--- config.mk ---
export PLATFORM = sky130hd
export DESIGN_NAME = seg7_scan_monitor_flat
export DESIGN_NICKNAME = d
export VERILOG_FILES = /design/src/rtl/seg7_scan_monitor_pkg.sv /design/src/rtl/seg7_scan_monitor_if.sv /design/src/rtl/seg7_pattern_decode.sv /design/src/rtl/seg7_scan_monitor.sv /design/src/flat_wrapper.sv
export SDC_FILE = /design/constraint.sdc
export NUM_CORES = 1
export LEC_CHECK = 0
export CAP_MARGIN = 15
export CORE_MARGIN = 3
export CORE_UTILIZATION = 70
export CTS_BUF_LIST = sky130_fd_sc_hd__clkbuf_2
export DETAILED_ROUTE_END_ITERATION = 12
export DONT_BUFFER_PORTS = 1
export MAX_ROUTING_LAYER = met4
export PLACE_DENSITY = 0.91
export SETUP_SLACK_MARGIN = 0.05
export SLEW_MARGIN = 20
export SYNTH_ARGS = -nofsm -noshare
export SYNTH_HDL_FRONTEND = slang
export SYNTH_SLANG_ARGS = --single-unit
--- constraint.sdc ---
create_clock -name clk -period 7.5 [get_ports clk]
set_clock_uncertainty 0.1 [all_clocks]
set_input_delay 1.5 -clock clk [delete_from_list [all_inputs] [get_ports clk]]
set_output_delay 1.5 -clock clk [all_outputs]
set_load 0.03 [all_outputs]
--- src/rtl/seg7_scan_monitor_pkg.sv ---
// Shared 7-segment constants, FSM encoding and anode helpers for the scan monitor.
// The display encoder uses the same pattern table.
package seg7_scan_monitor_pkg;

    typedef enum logic [1:0] {
        ST_IDLE   = 2'd0,
        ST_SETTLE = 2'd1,
        ST_HOLD   = 2'd2
    } state_t;

    localparam logic [6:0] SEG_BLANK = 7'h7F;
    localparam logic [6:0] SEG_DASH  = 7'h3F;

    // Active-low patterns, bit order g..a, indexed by hex value
    localparam logic [6:0] SEG_HEX [16] = '{
        7'h40, 7'h79, 7'h24, 7'h30, 7'h19, 7'h12, 7'h02, 7'h78,
        7'h00, 7'h10, 7'h08, 7'h03, 7'h46, 7'h21, 7'h06, 7'h0E
    };

    typedef struct packed {
        logic       known;
        logic       blank;
        logic [3:0] value;
    } seg_dec_t;

    function automatic logic one_low(input logic [3:0] an);
        return $countones(~an) == 1;
    endfunction

    function automatic logic many_low(input logic [3:0] an);
        return $countones(~an) > 1;
    endfunction

    function automatic logic [1:0] anode_index(input logic [3:0] an);
        case (an)
            4'b1101: return 2'd1;
            4'b1011: return 2'd2;
            4'b0111: return 2'd3;
            default: return 2'd0;
        endcase
    endfunction

endpackage

--- src/rtl/seg7_scan_monitor_if.sv ---
// Display bus seen by the scan monitor: the driven an/seg lines plus the
// reconstructed digit state.
interface seg7_scan_monitor_if;
    logic [3:0]  an;
    logic [6:0]  seg;
    logic [15:0] digits;
    logic [3:0]  digit_valid;
    logic [3:0]  digit_blank;
    logic        frame_done;
    logic        multi_an;

    modport master (
        output an, seg,
        input  digits, digit_valid, digit_blank, frame_done, multi_an
    );

    modport slave (
        input  an, seg,
        output digits, digit_valid, digit_blank, frame_done, multi_an
    );
endinterface

--- src/rtl/seg7_pattern_decode.sv ---
// Combinational reverse lookup of an active-low segment pattern.
// known=1 for hex 0-F, blank=1 for all segments off; anything else is unrecognised.
module seg7_pattern_decode
    import seg7_scan_monitor_pkg::*;
(
    input  logic [6:0] seg,
    output seg_dec_t   dec
);

    always_comb begin
        dec = '0;
        if (seg == SEG_BLANK) begin
            dec.blank = 1'b1;
        end else if (seg != SEG_DASH) begin
            for (int i = 0; i < 16; i++) begin
                if (seg == SEG_HEX[i]) begin
                    dec.known = 1'b1;
                    dec.value = 4'(i);
                end
            end
        end
    end

endmodule

--- src/rtl/seg7_scan_monitor.sv ---
// Reconstructs the four digits shown on a multiplexed active-low 7-segment display
// by waiting for {an,seg} to settle and decoding each settled pattern.
module seg7_scan_monitor
    import seg7_scan_monitor_pkg::*;
#(
    parameter int STABLE_CYCLES  = 16,
    parameter int TIMEOUT_CYCLES = 200000,
    parameter int CNT_W          = 18
) (
    input logic                clk,
    input logic                reset,
    seg7_scan_monitor_if.slave bus
);

    localparam int SC_W = $clog2(STABLE_CYCLES + 1);
    // The cycle that detects a change already holds the new value, so the count
    // finishes one short; this keeps capture STABLE_CYCLES edges after registration.
    localparam logic [SC_W-1:0]  CAP_AT  = SC_W'(STABLE_CYCLES - 2);
    localparam logic [CNT_W-1:0] TO_LAST = CNT_W'(TIMEOUT_CYCLES - 1);

    logic [3:0]       r_an, p_an;
    logic [6:0]       r_seg, p_seg;
    state_t           state;
    logic [SC_W-1:0]  stab_cnt;
    logic [1:0]       last_idx;
    logic [CNT_W-1:0] to_cnt [4];
    logic [3:0]       digit_val [4];
    logic [3:0]       valid_q, blank_q;
    logic             frame_q, multi_q;

    logic             changed, capture;
    logic [1:0]       cap_idx;
    seg_dec_t         dec;

    seg7_pattern_decode u_decode (
        .seg (r_seg),
        .dec (dec)
    );

    always_comb begin
        changed = {r_an, r_seg} != {p_an, p_seg};
        capture = (state == ST_SETTLE) && !changed && (stab_cnt == CAP_AT);
        cap_idx = anode_index(r_an);
    end

    always_ff @(posedge clk) begin
        if (reset) begin
            r_an     <= 4'hF;
            r_seg    <= SEG_BLANK;
            p_an     <= 4'hF;
            p_seg    <= SEG_BLANK;
            state    <= ST_IDLE;
            stab_cnt <= '0;
            last_idx <= 2'd3;
            valid_q  <= '0;
            blank_q  <= '0;
            frame_q  <= 1'b0;
            multi_q  <= 1'b0;
            for (int d = 0; d < 4; d++) begin
                to_cnt[d]    <= '0;
                digit_val[d] <= '0;
            end
        end else begin
            r_an    <= bus.an;
            r_seg   <= bus.seg;
            p_an    <= r_an;
            p_seg   <= r_seg;
            multi_q <= many_low(r_an) && !many_low(p_an);

            if (changed) begin
                state    <= one_low(r_an) ? ST_SETTLE : ST_IDLE;
                stab_cnt <= '0;
            end else if (state == ST_SETTLE) begin
                if (capture) state <= ST_HOLD;
                else         stab_cnt <= stab_cnt + SC_W'(1);
            end

            if (capture) begin
                frame_q  <= (cap_idx <= last_idx);
                last_idx <= cap_idx;
            end else begin
                frame_q  <= 1'b0;
            end

            // A capture of a digit overrides its timeout in the same cycle
            for (int d = 0; d < 4; d++) begin
                if (capture && cap_idx == 2'(d)) begin
                    to_cnt[d] <= '0;
                    if (dec.known) begin
                        digit_val[d] <= dec.value;
                        valid_q[d]   <= 1'b1;
                        blank_q[d]   <= 1'b0;
                    end else if (dec.blank) begin
                        valid_q[d]   <= 1'b1;
                        blank_q[d]   <= 1'b1;
                    end else begin
                        valid_q[d]   <= 1'b0;
                        blank_q[d]   <= 1'b0;
                    end
                end else if (to_cnt[d] == TO_LAST) begin
                    valid_q[d] <= 1'b0;
                    blank_q[d] <= 1'b0;
                end else begin
                    to_cnt[d] <= to_cnt[d] + CNT_W'(1);
                end
            end
        end
    end

    assign bus.digits      = {digit_val[3], digit_val[2], digit_val[1], digit_val[0]};
    assign bus.digit_valid = valid_q;
    assign bus.digit_blank = blank_q;
    assign bus.frame_done  = frame_q;
    assign bus.multi_an    = multi_q;

endmodule

--- src/flat_wrapper.sv ---
// flat-port wrapper written by rule: the top's interface ports become plain ports
module seg7_scan_monitor_flat import seg7_scan_monitor_pkg::*;
#(
    parameter int STABLE_CYCLES  = 16,
    parameter int TIMEOUT_CYCLES = 200000,
    parameter int CNT_W          = 18
)
  (clk, reset, bus_an, bus_seg, bus_digits, bus_digit_valid, bus_digit_blank, bus_frame_done, bus_multi_an);
  seg7_scan_monitor_if bus_i ();
  input logic clk;
  input logic reset;
  input wire logic [$bits(bus_i.an)-1:0] bus_an;
  input wire logic [$bits(bus_i.seg)-1:0] bus_seg;
  output wire logic [$bits(bus_i.digits)-1:0] bus_digits;
  output wire logic [$bits(bus_i.digit_valid)-1:0] bus_digit_valid;
  output wire logic [$bits(bus_i.digit_blank)-1:0] bus_digit_blank;
  output wire logic [$bits(bus_i.frame_done)-1:0] bus_frame_done;
  output wire logic [$bits(bus_i.multi_an)-1:0] bus_multi_an;
  assign bus_i.an = bus_an;
  assign bus_i.seg = bus_seg;
  assign bus_digits = bus_i.digits;
  assign bus_digit_valid = bus_i.digit_valid;
  assign bus_digit_blank = bus_i.digit_blank;
  assign bus_frame_done = bus_i.frame_done;
  assign bus_multi_an = bus_i.multi_an;
  seg7_scan_monitor #(.STABLE_CYCLES(STABLE_CYCLES), .TIMEOUT_CYCLES(TIMEOUT_CYCLES), .CNT_W(CNT_W)) u_core (.clk(clk), .reset(reset), .bus(bus_i));
endmodule
==> run_results.csv, run 1 <==
group,metric,value,unit
routing,drtPass1Iterations,5,
cells_and_area,multi_input_area,0.00308,mm2
outcome,status,"completed",
clocking,postCtsHoldBufs,0,
clocking,clockRootBuffer,"clkbuf_2",
cells_and_area,fin_area,0.00713,mm2
routing,dr.first_iter.drc_count,397,
global_route,grt_max_degree,48,
sta,tns,0,ns
setup_path,setup.worst_path.start_class,"register",
synth,netlist_instances,655,
floorplanning,start_util,0.731,
global_route,grt_pass1_wl,22000,um
cells_and_area,seq_area,0.00346,mm2
sta,slew_headroom,0.213,
clocking,clk_latency,0.67,ns
setup_path,worstReg2RegEnd,"u_core.to_cnt[1][8]",
cells_and_area,nFillCells,620,
power,peakVddDrop,0.000199,V
routing,drt-vias-per-instance,5.96,
placement,io_buffers,0,
setup_path,path_cells,"xor2_1 -> nor4_2 -> and4_1 -> a211o_1 -> nor2_1",
floorplanning,core,0.00937,mm2
synth,syn_nets,688,
cells_and_area,drive_gt1_frac,0.120,
floorplanning,die_y,105,um
sta,fin_crit_sh,0.429,
routing,drc_errors,0,
placement,dp_hpwl,8930,um
synth,ys_warn_count,0,
sta,setup_ws,4.29,ns
setup_path,crit_fanout,19,
sta,hold_violations,0,
placement,pre_cts_ws,4.39,ns
floorplanning,die-width,105,um
min_path,hold_depth,1,
setup_path,worstSetupPathType,"register to register",
clocking,cts_buffers,17,
routing,routed-via-count,4706,
routing,wl_per_cell,16.5,um
sta,rsz0062_at_grt,"no",
floorplanning,fp-row-count,35,
global_route,antenna_found_initial,0,
sta,tightestPinTransition,1.17,ns
floorplanning,io_pins,39,
sta,post-route-min-period,3.21,ns
setup_path,worstSetupEndpointType,"register",
synth,synth_flop_cell,"edfxtp_1",
cells_and_area,nets,681,
power,p_per_area,193,mW/mm2
routing,ant_nets,0,
setup_path,cp_top_family,"simple AND/OR/NAND/NOR gates",
clocking,post_cts_buffers,0,
placement,place_area,0.00683,mm2
clocking,clk_pin_slew,0.18,ns
setup_path,cp.arrival,3.50,ns
placement,gp_congestion,0.888,
synth,syn_area_per_cell,10.5,um2
setup_path,required,7.78,ns
synth,ys_ff_latch,129,
power,static-leakage-power,2.66,nW
setup_path,path_buf_inv,0,
min_path,min_path_type,"register to register",
power,finalPower,1.37,mW
flow_run,cap_violations,0,
global_route,grt_usage,0.257,
min_path,worst_hold_startpoint,"u_core.last_idx[1]",
synth,async_reset_ff_frac,0,
sta,setup_viol,0,
setup_path,rrSetupSlack,4.29,ns
setup_path,slowest_stage,"a211o_1",
synth,yosysUniqueCellTypes,62,
routing,wl,13000,um
cells_and_area,antenna_cells,0,
clocking,clk_path_buf_depth,2,
cells_and_area,fin_util,0.761,
clocking,h-tree-depth,4,
floorplanning,dieArea,0.0110,mm2
synth,synth_edf_count,88,
clocking,cts_tree,"built",
sta,drv_slew,0,
setup_path,timing.rr.start,"u_core.r_seg[6]",
clocking,cts.sinks,129,
global_route,grt_overflow,0,
cells_and_area,syn_to_final_growth,4.17,%
synth,ys_seq_area_frac,0.506,
synth,mappedNetlistArea,0.00685,mm2
sta,fmax,0.311,GHz
global_route,grt_pass1_vias,4651,
min_path,hold_end,"u_core.last_idx[1]",
setup_path,crit_path_max_incr_delay,0.91,ns
clocking,ctsResizeCount,0,
setup_path,r2r_cells,5,
==> placed cells by master (no fill, tap or decap), types with 5 or more instances in the layout <==
| cell | instances |
|---|---|
| a211o_1 | 7 |
| a21oi_1 | 10 |
| and2_1 | 10 |
| and3_1 | 15 |
| and4_1 | 11 |
| bufinv_16 | 5 |
| clkbuf_2 | 19 |
| clkinv_4 | 5 |
| dfxtp_1 | 41 |
| edfxtp_1 | 88 |
| ha_1 | 18 |
| inv_1 | 34 |
| nand2_1 | 40 |
| nand3_1 | 30 |
| nand4_1 | 13 |
| nor2_1 | 99 |
| nor2_4 | 8 |
| nor3_1 | 16 |
| nor3b_1 | 5 |
| nor4_1 | 13 |
| o21ai_0 | 5 |
| or2_2 | 22 |
| xnor2_1 | 34 |
| xor2_1 | 43 |
==> flip-flops by register name (all words and copies together), names as in the netlist <==
register,count
u_core.stab_cnt,5
u_core.bus.digit_blank,4
u_core.state,2
u_core.bus.digit_valid,4
u_core.p_seg,7
u_core.to_cnt,72
u_core.last_idx,2
u_core.r_an,4
u_core.r_seg,7
u_core.bus.multi_an,1
u_core.p_an,4
u_core.digit_val,16
u_core.bus.frame_done,1
==> final cells by class <==
type,count,share of cell area
clock buffers,19,0.0133
inverters,34,0.0179
clock inverters,13,0.0296
well taps,129,0.0226
multi-input cells,466,0.431
flip-flops and latches,129,0.485
==> synthesized netlist by cell type, types with 3 or more instances <==
cell type	number	area share
edfxtp_1	88	0.39
nand3_1	30	0.022
nor4_1	13	0.012
a211o_1	7	0.0090
clkbuf_1	7	0.0038
nand4b_1	3	0.0038
xnor2_1	34	0.043
or2_2	22	0.020
nor2b_1	4	0.0037
and2_1	10	0.0091
buf_2	7	0.0051
a211oi_1	3	0.0033
xor2_1	43	0.055
nand2_1	40	0.022
o21ai_0	5	0.0037
a21oi_1	10	0.0073
nor3_1	16	0.012
ha_1	18	0.033
and4_1	11	0.014
nor4b_1	4	0.0051
buf_4	4	0.0044
and3_1	15	0.014
or3_1	3	0.0027
buf_6	6	0.0099
o21ba_2	4	0.0058
nor2_1	99	0.054
dfxtp_1	41	0.12
nor2_4	8	0.013
o211ai_1	3	0.0033
o21bai_1	4	0.0044
nand4_1	13	0.012
inv_1	34	0.019
nand3b_1	4	0.0044
nor3b_1	5	0.0055
==> where the power goes <==
part	switching (mW)	internal, mW
Sequential	0.0258	0.769
Clock	0.257	0.257
Combinational	0.0402	0.0267
Total	0.323	1.05
==> how the worst max path moves through the flow <==
stage / start / slack, ns / endpoint / cells past startpoint
finish: u_core.r_seg[6] / 4.29 / u_core.to_cnt[1][8] / 5
floorplan: reset / 4.50 / u_core.to_cnt[0][0] / 3
global route: u_core.r_seg[4] / 4.10 / u_core.to_cnt[1][7] / 5
global placement: u_core.r_seg[6] / 4.55 / u_core.to_cnt[1][17] / 5
CTS: u_core.r_seg[6] / 4.32 / u_core.to_cnt[1][8] / 5
detailed placement: u_core.r_seg[6] / 4.39 / u_core.to_cnt[1][4] / 5
==> metal layers <==
| layer | part of all wire | routed length (um) | vias to the layer above | track usage |
|---|---|---|---|---|
| met5 | 0 | 0 | - | - |
| met4 | 0.020 | 263 | 0 | 0.0862 |
| met3 | 0.072 | 938 | 30 | 0.0803 |
| met2 | 0.50 | 6510 | 149 | 0.405 |
| met1 | 0.41 | 5290 | 2234 | 0.316 |
| li1 | - | - | 2293 | - |
==> stage by stage <==
| stage | hold WS (ns) | cells |
|---|---|---|
| after global routing | 0.404 | 790 |
| after detailed placement | 0.352 | 758 |
| after floorplan | 0.335 | 655 |
| after global placement | 0.346 | 758 |
| after CTS | 0.391 | 790 |
| final | 0.390 | 790 |
==> cell families after synthesis <==
group | share of synthesized area
AO/OA/AOI/OAI | 0.0574
multiplexers | 0.00311
buffers and inverters | 0.0453
AND/OR/NAND/NOR | 0.251
adder cells (fa/ha/maj) | 0.0387
flip-flops | 0.506
XOR/XNOR | 0.0985
Note: power is estimated with default switching activity, not from simulation.
==> inputs of run 2 (changes only) <==
--- a/config.mk
+++ b/config.mk
@@ -7,12 +7,12 @@
 export LEC_CHECK = 0
 export CAP_MARGIN = 15
 export CORE_MARGIN = 3
-export CORE_UTILIZATION = 70
+export CORE_UTILIZATION = 60
 export CTS_BUF_LIST = sky130_fd_sc_hd__clkbuf_2
 export DETAILED_ROUTE_END_ITERATION = 12
 export DONT_BUFFER_PORTS = 1
 export MAX_ROUTING_LAYER = met4
-export PLACE_DENSITY = 0.91
+export PLACE_DENSITY = 0.84
 export SETUP_SLACK_MARGIN = 0.05
 export SLEW_MARGIN = 20
 export SYNTH_ARGS = -nofsm -noshare
==> constraint.sdc (replaced) <==
create_clock -name clk -period 2.9 [get_ports clk]
set_clock_uncertainty 0.1 [all_clocks]
set_input_delay 0.58 -clock clk [delete_from_list [all_inputs] [get_ports clk]]
set_output_delay 0.58 -clock clk [all_outputs]
set_load 0.03 [all_outputs]
==> run_results.csv, run 2 (synthesized netlist as in run 1, its figures left out) <==
group,metric,value,unit
outcome,status,"completed",
power,static-leakage-power,2.79,nW
floorplanning,die-width,113,um
placement,gp_congestion,0.872,
sta,tns,0,ns
setup_path,r2r_cells,6,
clocking,clk_latency,0.70,ns
sta,rsz0062_at_grt,"no",
setup_path,setup.worst_path.start_class,"register",
cells_and_area,largest_registers,"u_core.to_cnt x72, u_core.digit_val x16",
flow_run,cap_violations,0,
cells_and_area,final_cell_mix,"nor2_1 (99), edfxtp_1 (88), xor2_1 (43)",
global_route,antenna_found_initial,0,
sta,hold_violations,0,
cells_and_area,syn_to_final_growth,7.58,%
routing,dr.first_iter.drc_count,333,
cells_and_area,antenna_cells,0,
floorplanning,dieArea,0.0127,mm2
clocking,clk_path_buf_depth,2,
clocking,clk_pin_slew,0.17,ns
setup_path,required,3.18,ns
power,switchingPower,0.808,mW
cells_and_area,largest_register_ffs,72,
global_route,grt_pass1_wl,21800,um
sta,slew_headroom,0.357,
setup_path,crit_fanout,18,
sta,fin_crit_sh,0.902,
cells_and_area,layout_commonest_cell,"nor2_1",
placement,io_buffers,0,
routing,routed-via-count,4796,
routing,ant_nets,0,
setup_path,crit_start,"u_core.r_seg[4]",
setup_path,rrSetupSlack,0.28,ns
sta,fmax,0.382,GHz
power,power_frac_comb,0.062,
routing,wl,13000,um
floorplanning,fp-row-count,38,
global_route,grt_overflow,0,
global_route,grt_usage,0.221,
setup_path,worstSetupPathType,"register to register",
routing,drtPass1Iterations,5,
clocking,cts_buffers,17,
power,clockPowerShare,0.350,
sta,setup_viol,0,
sta,tightestPinTransition,0.961,ns
min_path,min_path_type,"primary input to register",
global_route,grt_pass1_vias,4597,
cells_and_area,nets,711,
clocking,clockRootBuffer,"clkbuf_2",
clocking,cts.sinks,129,
placement,place_area,0.00699,mm2
cells_and_area,fin_area,0.00737,mm2
power,p_int,2.67,mW
routing,drc_errors,0,
power,pwr-share-seq,0.588,
global_route,grt_max_degree,33,
clocking,h-tree-depth,4,
cells_and_area,drive_gt1_frac,0.142,
cells_and_area,fin_util,0.671,
clocking,cts_tree,"built",
cells_and_area,top_register,"u_core.to_cnt",
setup_path,endpoint,"u_core.to_cnt[0][9]",
setup_path,timing.rr.start,"u_core.r_seg[4]",
power,p_per_area,472,mW/mm2
power,peakVddDrop,0.000289,V
sta,post-route-min-period,2.62,ns
floorplanning,core,0.0110,mm2
placement,dp_hpwl,9080,um
routing,wl_per_cell,15.7,um
floorplanning,start_util,0.624,
sta,drv_slew,0,
setup_path,worstSetupEndpointType,"register",
floorplanning,die_y,113,um
routing,drt-vias-per-instance,5.77,
setup_path,worstReg2RegEnd,"u_core.to_cnt[0][9]",
power,sw_frac_of_total,0.232,
floorplanning,io_pins,39,
setup_path,cp.arrival,2.90,ns
run 2: changes by cell type in the layout (fill, tap and decap cells not counted):
cell | previous run | this run
clkbuf_2 | 19 | 24
dfxtp_1 | 41 | 40
buf_12 | 0 | 1
bufinv_16 | 5 | 4
dlygate4sd3_1 | 0 | 12
dfxtp_2 | 0 | 1
clkinv_4 | 5 | 0
buf_4 | 0 | 17
clkinvlp_4 | 1 | 0
inv_2 | 0 | 2
run 2: per-layer routing:
metal	share of wire	routed length, um	global-route usage	vias to the layer above
met3	0.046	605	0.0551	24
met4	0.025	323	0.0793	0
li1	-	-	-	2347
met2	0.50	6480	0.357	128
met1	0.43	5630	0.272	2297
met5	0	0	-	-
run 2: power by group through the flow:
| stage | registers [mW] | logic (mW) | clock network, mW |
|---|---|---|---|
| 3_3_place_gp | 2.08 | 0.187 | 0 |
| 6_report | 2.04 | 0.216 | 1.22 |
| 5_1_grt | 2.05 | 0.243 | 1.32 |
| 2_1_floorplan | 2.07 | 0.173 | 0 |
| 4_1_cts | 2.04 | 0.214 | 1.24 |
| 3_5_place_dp | 2.08 | 0.195 | 0 |
run 2: area by class of cell:
type / instances / area, um2
Clock buffer: 24 / 120
Clock inverter: 8 / 138
Fill cell: 809 / 3610
Inverter: 34 / 128
Multi-Input combinational cell: 466 / 3080
Sequential cell: 129 / 3460
Tap cell: 140 / 175
Timing Repair Buffer: 30 / 268
run 2: how the worst min path moves through the flow:
stage | start | depth (start not counted) | slack (ns) | endpoint
after global placement | u_core.last_idx[1] | 1 | 0.34 | u_core.last_idx[1]
after global routing | reset | 2 | 0.04 | u_core.bus.digit_valid[0]
final | reset | 2 | 0.08 | u_core.bus.digit_valid[0]
after floorplan | u_core.last_idx[1] | 1 | 0.34 | u_core.last_idx[1]
after detailed placement | u_core.last_idx[1] | 1 | 0.36 | u_core.last_idx[1]
after CTS | reset | 2 | 0.02 | u_core.bus.digit_valid[0]
run 2: repair_timing:
item / 4_1_cts / 5_1_grt
setup endpoints to repair: 0 / 18
endpoints found under the hold margin: 32 / 0
buffers inserted: 0 / 0
hold buffers: 12 / 0
resized for setup: 0 / 1
run 2: stage by stage:
step           hold WS [ns]  worst slack [ns]  power (mW)  instances
2_1_floorplan         0.335             0.500        2.24        655
3_5_place_dp          0.358             0.285        2.28        787
4_1_cts              0.0217             0.238        3.50        831
3_3_place_gp          0.344             0.432        2.27        787
6_report             0.0782             0.284        3.48        831
5_1_grt              0.0449            0.0731        3.61        831
run 2: worst max-delay path, stage by stage (launching register included):
cell	delay [ns]
dfxtp_1	0.64
xor2_1	0.14
nor4_2	0.42
and4_1	0.50
nand2_1	0.15
nand3b_1	0.11
buf_4	0.26
